[src/rtl/button_conditioner_if.sv]
// Button conditioner bus: raw button levels in, debounced levels and press pulses out.
`timescale 1ns/1ps
interface button_conditioner_if #(
   parameter int unsigned N_BOTON = 3
);
   logic [N_BOTON-1:0] i_btn;
   logic [N_BOTON-1:0] o_level;
   logic [N_BOTON-1:0] o_pulse;

   modport master (output i_btn, input o_level, input o_pulse);
   modport slave  (input i_btn, output o_level, output o_pulse);
endinterface

[src/rtl/button_conditioner.sv]
// Per-button 2-flop synchronizer, counter debouncer and rising-edge press pulse.
// Channels are fully independent; each physical press yields one single-cycle pulse.
`timescale 1ns/1ps
module button_conditioner #(
   parameter int unsigned N_BOTON         = 3,
   parameter int unsigned DEBOUNCE_CYCLES = 1000000,
   parameter int unsigned NB_COUNTER      = $clog2(DEBOUNCE_CYCLES) + 1
) (
   input  logic                 clk,
   input  logic                 i_rst_n,
   button_conditioner_if.slave  bus
);

   localparam logic [NB_COUNTER-1:0] CNT_LAST = NB_COUNTER'(DEBOUNCE_CYCLES - 1);

   logic [N_BOTON-1:0]    sync1_q;
   logic [N_BOTON-1:0]    sync2_q;
   logic [N_BOTON-1:0]    stable_q;
   logic [N_BOTON-1:0]    stable_d;
   logic [N_BOTON-1:0]    pulse_q;
   logic [N_BOTON-1:0]    pulse_d;
   logic [NB_COUNTER-1:0] cnt_q [N_BOTON];
   logic [NB_COUNTER-1:0] cnt_d [N_BOTON];

   // Debounce next state: any return to the stable value discards the partial count
   always_comb begin
      stable_d = stable_q;
      pulse_d  = '0;
      cnt_d    = cnt_q;
      for (int unsigned i = 0; i < N_BOTON; i++) begin
         if (sync2_q[i] == stable_q[i]) begin
            cnt_d[i] = '0;
         end else if (cnt_q[i] == CNT_LAST) begin
            stable_d[i] = sync2_q[i];
            pulse_d[i]  = sync2_q[i];
            cnt_d[i]    = '0;
         end else begin
            cnt_d[i] = cnt_q[i] + NB_COUNTER'(1);
         end
      end
   end

   // State registers
   always_ff @(posedge clk or negedge i_rst_n) begin
      if (!i_rst_n) begin
         sync1_q  <= '0;
         sync2_q  <= '0;
         stable_q <= '0;
         pulse_q  <= '0;
         for (int unsigned i = 0; i < N_BOTON; i++) begin
            cnt_q[i] <= '0;
         end
      end else begin
         sync1_q  <= bus.i_btn;
         sync2_q  <= sync1_q;
         stable_q <= stable_d;
         pulse_q  <= pulse_d;
         for (int unsigned i = 0; i < N_BOTON; i++) begin
            cnt_q[i] <= cnt_d[i];
         end
      end
   end

   assign bus.o_level = stable_q;
   assign bus.o_pulse = pulse_q;

endmodule
[src/flat_wrapper.sv]
// flat-port wrapper written by rule: the top's interface ports become plain ports
module button_conditioner_flat 
#(
   parameter int unsigned N_BOTON         = 3,
   parameter int unsigned DEBOUNCE_CYCLES = 1000000,
   parameter int unsigned NB_COUNTER      = $clog2(DEBOUNCE_CYCLES) + 1
)
  (clk, i_rst_n, bus_i_btn, bus_o_level, bus_o_pulse);
  button_conditioner_if #(.N_BOTON(N_BOTON)) bus_i ();
  input  logic clk;
  input  logic i_rst_n;
  input wire logic [$bits(bus_i.i_btn)-1:0] bus_i_btn;
  output wire logic [$bits(bus_i.o_level)-1:0] bus_o_level;
  output wire logic [$bits(bus_i.o_pulse)-1:0] bus_o_pulse;
  assign bus_i.i_btn = bus_i_btn;
  assign bus_o_level = bus_i.o_level;
  assign bus_o_pulse = bus_i.o_pulse;
  button_conditioner #(.N_BOTON(N_BOTON), .DEBOUNCE_CYCLES(DEBOUNCE_CYCLES), .NB_COUNTER(NB_COUNTER)) u_core (.clk(clk), .i_rst_n(i_rst_n), .bus(bus_i));
endmodule
[config.mk]
export PLATFORM = sky130hd
export DESIGN_NAME = button_conditioner_flat
export DESIGN_NICKNAME = d
export VERILOG_FILES = /design/src/rtl/button_conditioner_if.sv /design/src/rtl/button_conditioner.sv /design/src/flat_wrapper.sv
export SDC_FILE = /design/constraint.sdc
export NUM_CORES = 1
export LEC_CHECK = 0
export CAP_MARGIN = 20
export CORE_UTILIZATION = 47
export DETAILED_ROUTE_END_ITERATION = 16
export GPL_ROUTABILITY_DRIVEN = 0
export SLEW_MARGIN = 40
export SYNTH_ARGS = -nofsm -noshare
export SYNTH_HDL_FRONTEND = slang
export SYNTH_SLANG_ARGS = --single-unit
[constraint.sdc]
create_clock -name clk -period 2.65 [get_ports clk]
set_input_delay 0.53 -clock clk [delete_from_list [all_inputs] [get_ports clk]]
set_output_delay 0.53 -clock clk [all_outputs]
set_load 0.005 [all_outputs]
# Word-level counts from Yosys, hierarchy flattened
# Index checks and enable logic that the tools add are counted.
[word_totals]
ff_bits = 75
elab_cells = 36
in_bits = 5
[classes]
n_eq_ne = 6
n_addsub = 3
n_reduce_logical = 3
n_bitwise = 3
mux = 12
[ops]
columns = ["op", "n"]
rows = [
  ["21-bit two-way mux", 6],
  ["21-bit by 1-bit adder with 21-bit output (second input constant)", 3],
  ["21-bit by 20-bit equality test with 1-bit output (second input constant)", 3],
  ["1-bit two-way mux", 6],
  ["2-bit AND reduction", 3],
  ["1-bit equality test", 3],
  ["1-bit inverter", 3],
]

# Longest topological paths before layout
# Gate-level depths: netlist (run 1).
[logic_depth]
ltp_word = 3
ltp_mapped = 7

# Worst setup path after synthesis (run 1)
# OpenSTA, ideal clock, no wires.
[synth_timing]
path_type = "register to register"
start = "register u_core.cnt_q[0] (netlist name)"
end = "register u_core.cnt_q[10] (netlist name)"
path_slack_ns = 0.725
setup_ns = 0.122
path_stages_with_launch = 6
t_arrival_ns = 1.804
cell_sequence = "dfrtp_1 ha_1 nand3_1 o41ai_2 buf_2 nor2_1"
[synth_rtl]
columns = ["element", "line", "source"]
rows = [
  ["start: declaration", "button_conditioner.sv:22", "logic [NB_COUNTER-1:0] cnt_q [N_BOTON];"],
  ["start signal: indexed assignment", "button_conditioner.sv:59", "cnt_q[i] <= cnt_d[i];"],
]

==> results of run 1 <==
worst paths after layout:
kind	startpoint	end	slack, ns	depth (start not counted)
min in group clk	u_core.sync1_q[1]	u_core.sync2_q[1]	0.35	0
hold reg to reg	u_core.sync1_q[1]	u_core.sync2_q[1]	0.35	0
hold / removal	i_rst_n	u_core.cnt_q[21]	0.20	1
setup / recovery	u_core.cnt_q[0]	u_core.cnt_q[20]	0.57	5
max in group asynchronous	i_rst_n	u_core.cnt_q[53]	1.99	1
setup reg to reg	u_core.cnt_q[0]	u_core.cnt_q[20]	0.57	5
power by group through the flow:
stage | Combinational (mW) | Clock, mW | Sequential (mW)
3_5_place_dp | 0.0704 | 0 | 1.20
6_report | 0.0673 | 0.931 | 1.17
5_1_grt | 0.0794 | 1.02 | 1.18
4_1_cts | 0.0707 | 0.960 | 1.17
3_3_place_gp | 0.0692 | 0 | 1.20
2_1_floorplan | 0.0320 | 0 | 1.19
layout by cell type (no fill, tap or decap), drive strengths merged, types with 8 or more instances in the layout:
master	Yosys	final
xnor2	34	34
inv	10	10
clkbuf	4	10
nor4	13	13
nand3	17	17
or4	11	11
nand2	19	19
o31ai	9	9
clkdlybuf4s50	0	9
a21oi	15	15
xor2	11	11
nand4	20	20
nor3	11	11
dfrtp	75	75
nor2	50	50
o21ai	8	8
or3	9	9
through the flow:
stage | setup slack (ns) | power, mW | hold slack (ns)
2_1_floorplan | 0.725 | 1.23 | 0.234
5_1_grt | 0.395 | 2.28 | 0.252
4_1_cts | 0.561 | 2.21 | 0.231
3_5_place_dp | 0.563 | 1.27 | 0.340
6_report | 0.574 | 2.17 | 0.198
3_3_place_gp | 0.655 | 1.27 | 0.333
kinds of logic (layout without fill, tap and decap cells):
family,count (synthesis),in the layout,share of synthesized area
AOI/OAI and AO/OA,36,36,0.0642
xor gates and xnor gates,45,45,0.112
adders and majority gates,3,3,0.0106
buffers and inverters,18,40,0.0206
DFF,75,75,0.532
muxes,2,2,0.00638
and+or+nand+nor,168,168,0.255
layout make-up:
| class | instances | area share |
|---|---|---|
| tap | 99 | 0.0313 |
| sequential | 75 | 0.473 |
| timing repair buffer | 15 | 0.0350 |
| multi-input combinational | 254 | 0.399 |
| inverter | 10 | 0.00947 |
| clock buffer | 10 | 0.0322 |
| clock inverter | 5 | 0.0199 |
Yosys cell counts (2+ instances only):
cell	count
nand2_1	19
nor2b_1	2
dfrtp_1	75
buf_2	4
xor2_1	11
or4_1	11
xnor2_1	34
inv_1	10
a21oi_1	15
clkbuf_1	4
and3_1	3
nor3b_1	2
mux2_2	2
ha_1	3
and2_1	2
or3_1	9
nand4_1	18
nor2_1	50
and4_1	4
nor4_1	13
o21ai_0	7
o31ai_1	9
nand3_1	17
nor4b_1	2
nor3_1	11
registers in the layout, summed over array words and instances (netlist names):
| register | count |
|---|---|
| u_core.cnt_q | 63 |
| u_core.bus.o_level | 3 |
| u_core.bus.o_pulse | 3 |
| u_core.sync1_q | 3 |
| u_core.sync2_q | 3 |
layer usage:
layer	wire (µm)	track usage
met1	3210	0.263
met2	3130	0.299
met3	125	0.0382
met4	96	0.0748
met5	0	0
critical path: stages (launching register included):
cell and delay (ns):
dfrtp_1 0.41, ha_1 0.20, nand3_1 0.29, or3_1 0.52, or4_1 0.42, a21oi_1 0.17
==> results.yml, run 1 <==
outcome:
  status: "complete, no violations"
drt:
  drtAntennaViolNets: 0
  viasPerCell: 5.45
  drc: 0
  vias: 2551
  drt_pass1_iterations: 6
  drt-total-wl_um: 6560
  drtIter0Drc: 133
  avgRoutedWirePerCell_um: 14.0
timing:
  grt_setup_unrepaired: "false"
  worst_slew_pin_slew_ns: 0.664
  fmax_mhz: 482
  skew_ns: 0.00789
  hold_viol: 0
  max-slew-margin-rel: 0.557
  period_minus_slack_ns: 2.08
  setup_tns_ns: 0
  min_period_over_period: 0.783
  drv_slew: 0
  setup_viol: 0
placement:
  hpwl_um: 4340
  placed_cell_area_um2: 3760
  port_buffers: 10
  place_inst: 453
clock_tree:
  cts_buffers: 9
  cts_buffer_depth: 2
  cts_setup_buffers: 0
  cts_resized: 0
  clk_pin_slew_worst_paths_ns: 0.08
  postCtsHoldBufs: 0
  cts_tree: "yes"
  clkLatencyLatePin_ns: 0.34
  cts.htree.levels: 3
  clkSinkCount: 75
  clockRootBuffer: "clkbuf_8"
global_routing:
  grt_usage: 0.192
  grt_first_pass_wirelength_um: 11500
  antenna_found_initial: 0
  grt_max_degree: 76
  grt_pass1_vias: 2486
  grt_overflow: 0
synthesis:
  netlist-cell-type-count: 35
  syn_avg_cell_area_um2: 10.2
  yosys.area.top_type_share: 0.532
  ys_seq_area_frac: 0.532
  netlist_area_um2: 3530
  yosys.area.top_type: "dfrtp_1"
  synth.net_count: 355
  ys.warnings.count: 0
  syn-instance-count: 347
  async_flop_share: 1.00
  synth-seq-cells: 75
  netlist_top_cells_area: "dfrtp_1 (53%), xnor2_1 (8.4%), nor2_1 (5.3%), nand4_1 (3.2%), xor2_1 (2.7%)"
  synth_edf_count: 0
  synthFlopType: "dfrtp_1"
final_layout:
  ff_latch_area_um2: 1880
  multiInputGateArea_um2: 1580
  final_area_um2: 3960
  finalNetCount: 373
  antenna_cells: 0
  drive_gt1_frac: 0.0732
  layoutNonFillerInstCount: 468
  syn_to_final_growth_pct: 12.3
  post-route-util: 0.546
  fill_cells: 646
floorplan:
  die_area_um2: 7860
  ios: 11
  core_um2: 7250
  row_count: 31
  initial_core_util: 0.487
  die-height_um: 88.7
  die_w_um: 88.7
pwr:
  irDropWorstVdd_uv: 276
  power.switching_mw: 0.468
  p_leak_nw: 1.57
  power_density_nw_per_um2: 548
  swShare: 0.215
  clock_power_share: 0.429
  pwr-share-seq: 0.540
  combPwrFrac: 0.031
  intPower_mw: 1.71
hold_path:
  hp-class: "in2async"
job:
  drv_cap: 0
critical_path:
  crit_type: "reg2reg"
  crit_required_ns: 2.91
  critPathLaunchType: "flip-flop"
  cp-end-kind: "flip-flop"
  crit_fanout: 9
  arrival_ns: 2.33
(Power assumes the default switching activity.)
==> run 2, diff against run 1 <==
- PLACE_DENSITY: not set -> 0.66
- clock period: 2.65 -> 1.75 ns (I/O delays scaled with it)
==> run 2 against run 1 <==
Highest routed layer unchanged. Die area unchanged. Sequential share of layout area fell by 6.5 points. Utilization rose by 8.8 points. Sequential cell count unchanged. Clock skew shrank 0.0030 ns. Combinational power is 130% higher. Wire length grew 13%. Worst hold slack improved by 0.15 ns. Final area rose by 16%. The run now ends with negative setup slack left. Global-route usage grew 1.7 points. Register-to-register slack got worse by 0.63 ns.
==> results.yml, run 2 (synthesized netlist as in run 1, its figures left out) <==
critical_path:
  cp-end-kind: "flip-flop"
  arrival_ns: 2.02
  worst-path-buf-inv: 1
  crit_fanout: 15
  cp.depth: 5
  crit_type: "reg2reg"
  critPathLaunchType: "flip-flop"
  endpoint: "u_core.cnt_q[48]"
  cpMaxStageDelayCell: "or4_4"
  reg2reg_from: "u_core.cnt_q[48]"
  worstSetupStartpoint: "u_core.cnt_q[48]"
  path_delay_family: "simple AND/OR/NAND/NOR gates"
  crit_required_ns: 1.97
  reg2reg_depth: 5
  reg2reg_slack_ns: -0.05
  slowest_delay_ns: 0.52
  worstReg2RegEnd: "u_core.cnt_q[48]"
  path_cells: "or3_1 > or4_4 > o21ai_4 > buf_12 > nor2_1"
floorplan:
  die-height_um: 88.7
  die_w_um: 88.7
  initial_core_util: 0.487
  row_count: 31
  core_um2: 7250
  die_area_um2: 7860
  ios: 11
clock_tree:
  cts_tree: "yes"
  clockRootBuffer: "clkbuf_8"
  cts.htree.levels: 3
  cts_buffers: 9
  clkLatencyLatePin_ns: 0.33
  clkSinkCount: 75
  cts_buffer_depth: 2
  clk_pin_slew_worst_paths_ns: 0.07
pwr:
  power_mw: 3.22
  irDropWorstVdd_uv: 521
  power_density_nw_per_um2: 699
  p_leak_nw: 1.92
  clock_power_share: 0.399
  pwr-share-seq: 0.552
  intPower_mw: 2.52
  swShare: 0.215
  combPwrFrac: 0.048
  power.switching_mw: 0.691
drt:
  drtAntennaViolNets: 0
  viasPerCell: 5.36
  drc: 0
  drt-total-wl_um: 7420
  drtIter0Drc: 111
  vias: 2865
  avgRoutedWirePerCell_um: 13.9
  drt_pass1_iterations: 4
final_layout:
  layoutNonFillerInstCount: 535
  regMostFlops: "u_core.cnt_q"
  finalNetCount: 439
  multiInputGateArea_um2: 1710
  syn_to_final_growth_pct: 30.3
  drive_gt1_frac: 0.255
  ff_latch_area_um2: 1880
  final_area_um2: 4600
  layout_commonest_cell: "dfrtp_1"
  antenna_cells: 0
  fill_cells: 585
  layout_common_cells: "dfrtp_1 (74), buf_4 (66), nor2_1 (50), xnor2_1 (34), nand2_1 (19)"
  post-route-util: 0.634
  largest_reg_flops: 63
timing:
  max-slew-margin-rel: 0.694
  drv_slew: 0
  period_minus_slack_ns: 1.80
  setup_tns_ns: -0.719
  setup_slack_ns: -0.0534
  skew_ns: 0.00488
  worst_slew_pin_slew_ns: 0.453
  hold_viol: 0
  setup_viol: 21
  whs_ns: 0.353
  min_period_over_period: 1.03
  fmax_mhz: 555
  grt_setup_unrepaired: "true"
outcome:
  status: "finished with violations"
  violations: "negative setup slack"
global_routing:
  grt_first_pass_wirelength_um: 12500
  antenna_found_initial: 0
  grt_usage: 0.209
  grt_overflow: 0
  grt_pass1_vias: 2771
  grt_max_degree: 63
placement:
  hpwl_um: 5190
  place_inst: 512
  placed_cell_area_um2: 4270
  port_buffers: 10
  pre_cts_ws_ns: -0.0793
job:
  drv_cap: 0
hold_path:
  hp-class: "reg2reg"
-- run 2: changes by cell type in the layout (fill, tap and decap cells not counted), moves of 2 or more --
| cell | before | now |
|---|---|---|
| a21oi_2 | 0 | 4 |
| or4_1 | 11 | 5 |
| or3_4 | 0 | 2 |
| or3_1 | 9 | 7 |
| ha_1 | 3 | 1 |
| clkbuf_1 | 1 | 4 |
| nand3_1 | 17 | 15 |
| buf_4 | 5 | 66 |
| nor4b_1 | 2 | 0 |
| buf_12 | 0 | 2 |
| a21oi_1 | 15 | 11 |
| or4_4 | 0 | 6 |
-- run 2: power by group through the flow --
stage	clock, mW	combinational [mW]	sequential (mW)
after CTS	1.31	0.153	1.77
final	1.28	0.156	1.78
after global routing	1.39	0.178	1.78
after global placement	0	0.145	1.81
after floorplan	0	0.0541	1.81
after detailed placement	0	0.147	1.81
-- run 2: what timing repair did --
item | CTS | global route
gates resized for setup | 3 | 19
gates cloned | 1 | 0
endpoints found under the setup margin | 23 | 35
pin swaps | 2 | 8
hold buffers | 1 | 0
endpoints found under the hold margin | 13 | 0
buffers inserted | 1 | 4
-- run 2: worst min-delay path by stage --
stage                 startpoint                    end  slack (ns)  cells past startpoint
3_5_place_dp             i_rst_n        u_core.cnt_q[5]        0.22                      1
6_report       u_core.sync1_q[0]      u_core.sync2_q[0]        0.35                      0
3_3_place_gp             i_rst_n        u_core.cnt_q[3]        0.22                      1
2_1_floorplan            i_rst_n  u_core.bus.o_level[0]        0.05                      0
5_1_grt        u_core.sync1_q[0]      u_core.sync2_q[0]        0.36                      0
4_1_cts        u_core.sync1_q[0]      u_core.sync2_q[0]        0.36                      0
-- run 2: final cells by class --
type / instances / area share
sequential: 75 / 0.408
multi-input combinational: 254 / 0.372
timing repair buffer: 81 / 0.144
clock buffer: 14 / 0.0332
tap: 99 / 0.0269
inverter: 10 / 0.00816
clock inverter: 2 / 0.00762
-- run 2: routing by layer --
| metal | track usage | share of wire | vias up |
|---|---|---|---|
| met1 | 0.261 | 0.45 | 1398 |
| met2 | 0.347 | 0.50 | 45 |
| li1 | - | - | 1409 |
| met3 | 0.0466 | 0.027 | 13 |
| met5 | 0 | 0 | - |
| met4 | 0.0924 | 0.016 | 0 |
-- run 2: worst register-to-register path: stages, from the launching register on --
cell and delay [ns]:
dfrtp_1 0.42, or3_1 0.35, or4_4 0.52, o21ai_4 0.18, buf_12 0.16, nor2_1 0.06
==> run 3, diff against run 2 <==
- CAP_MARGIN: 20 -> not set
==> results of run 3 <==
No change in the layout: final DEF, timing and power equal those of run 2.
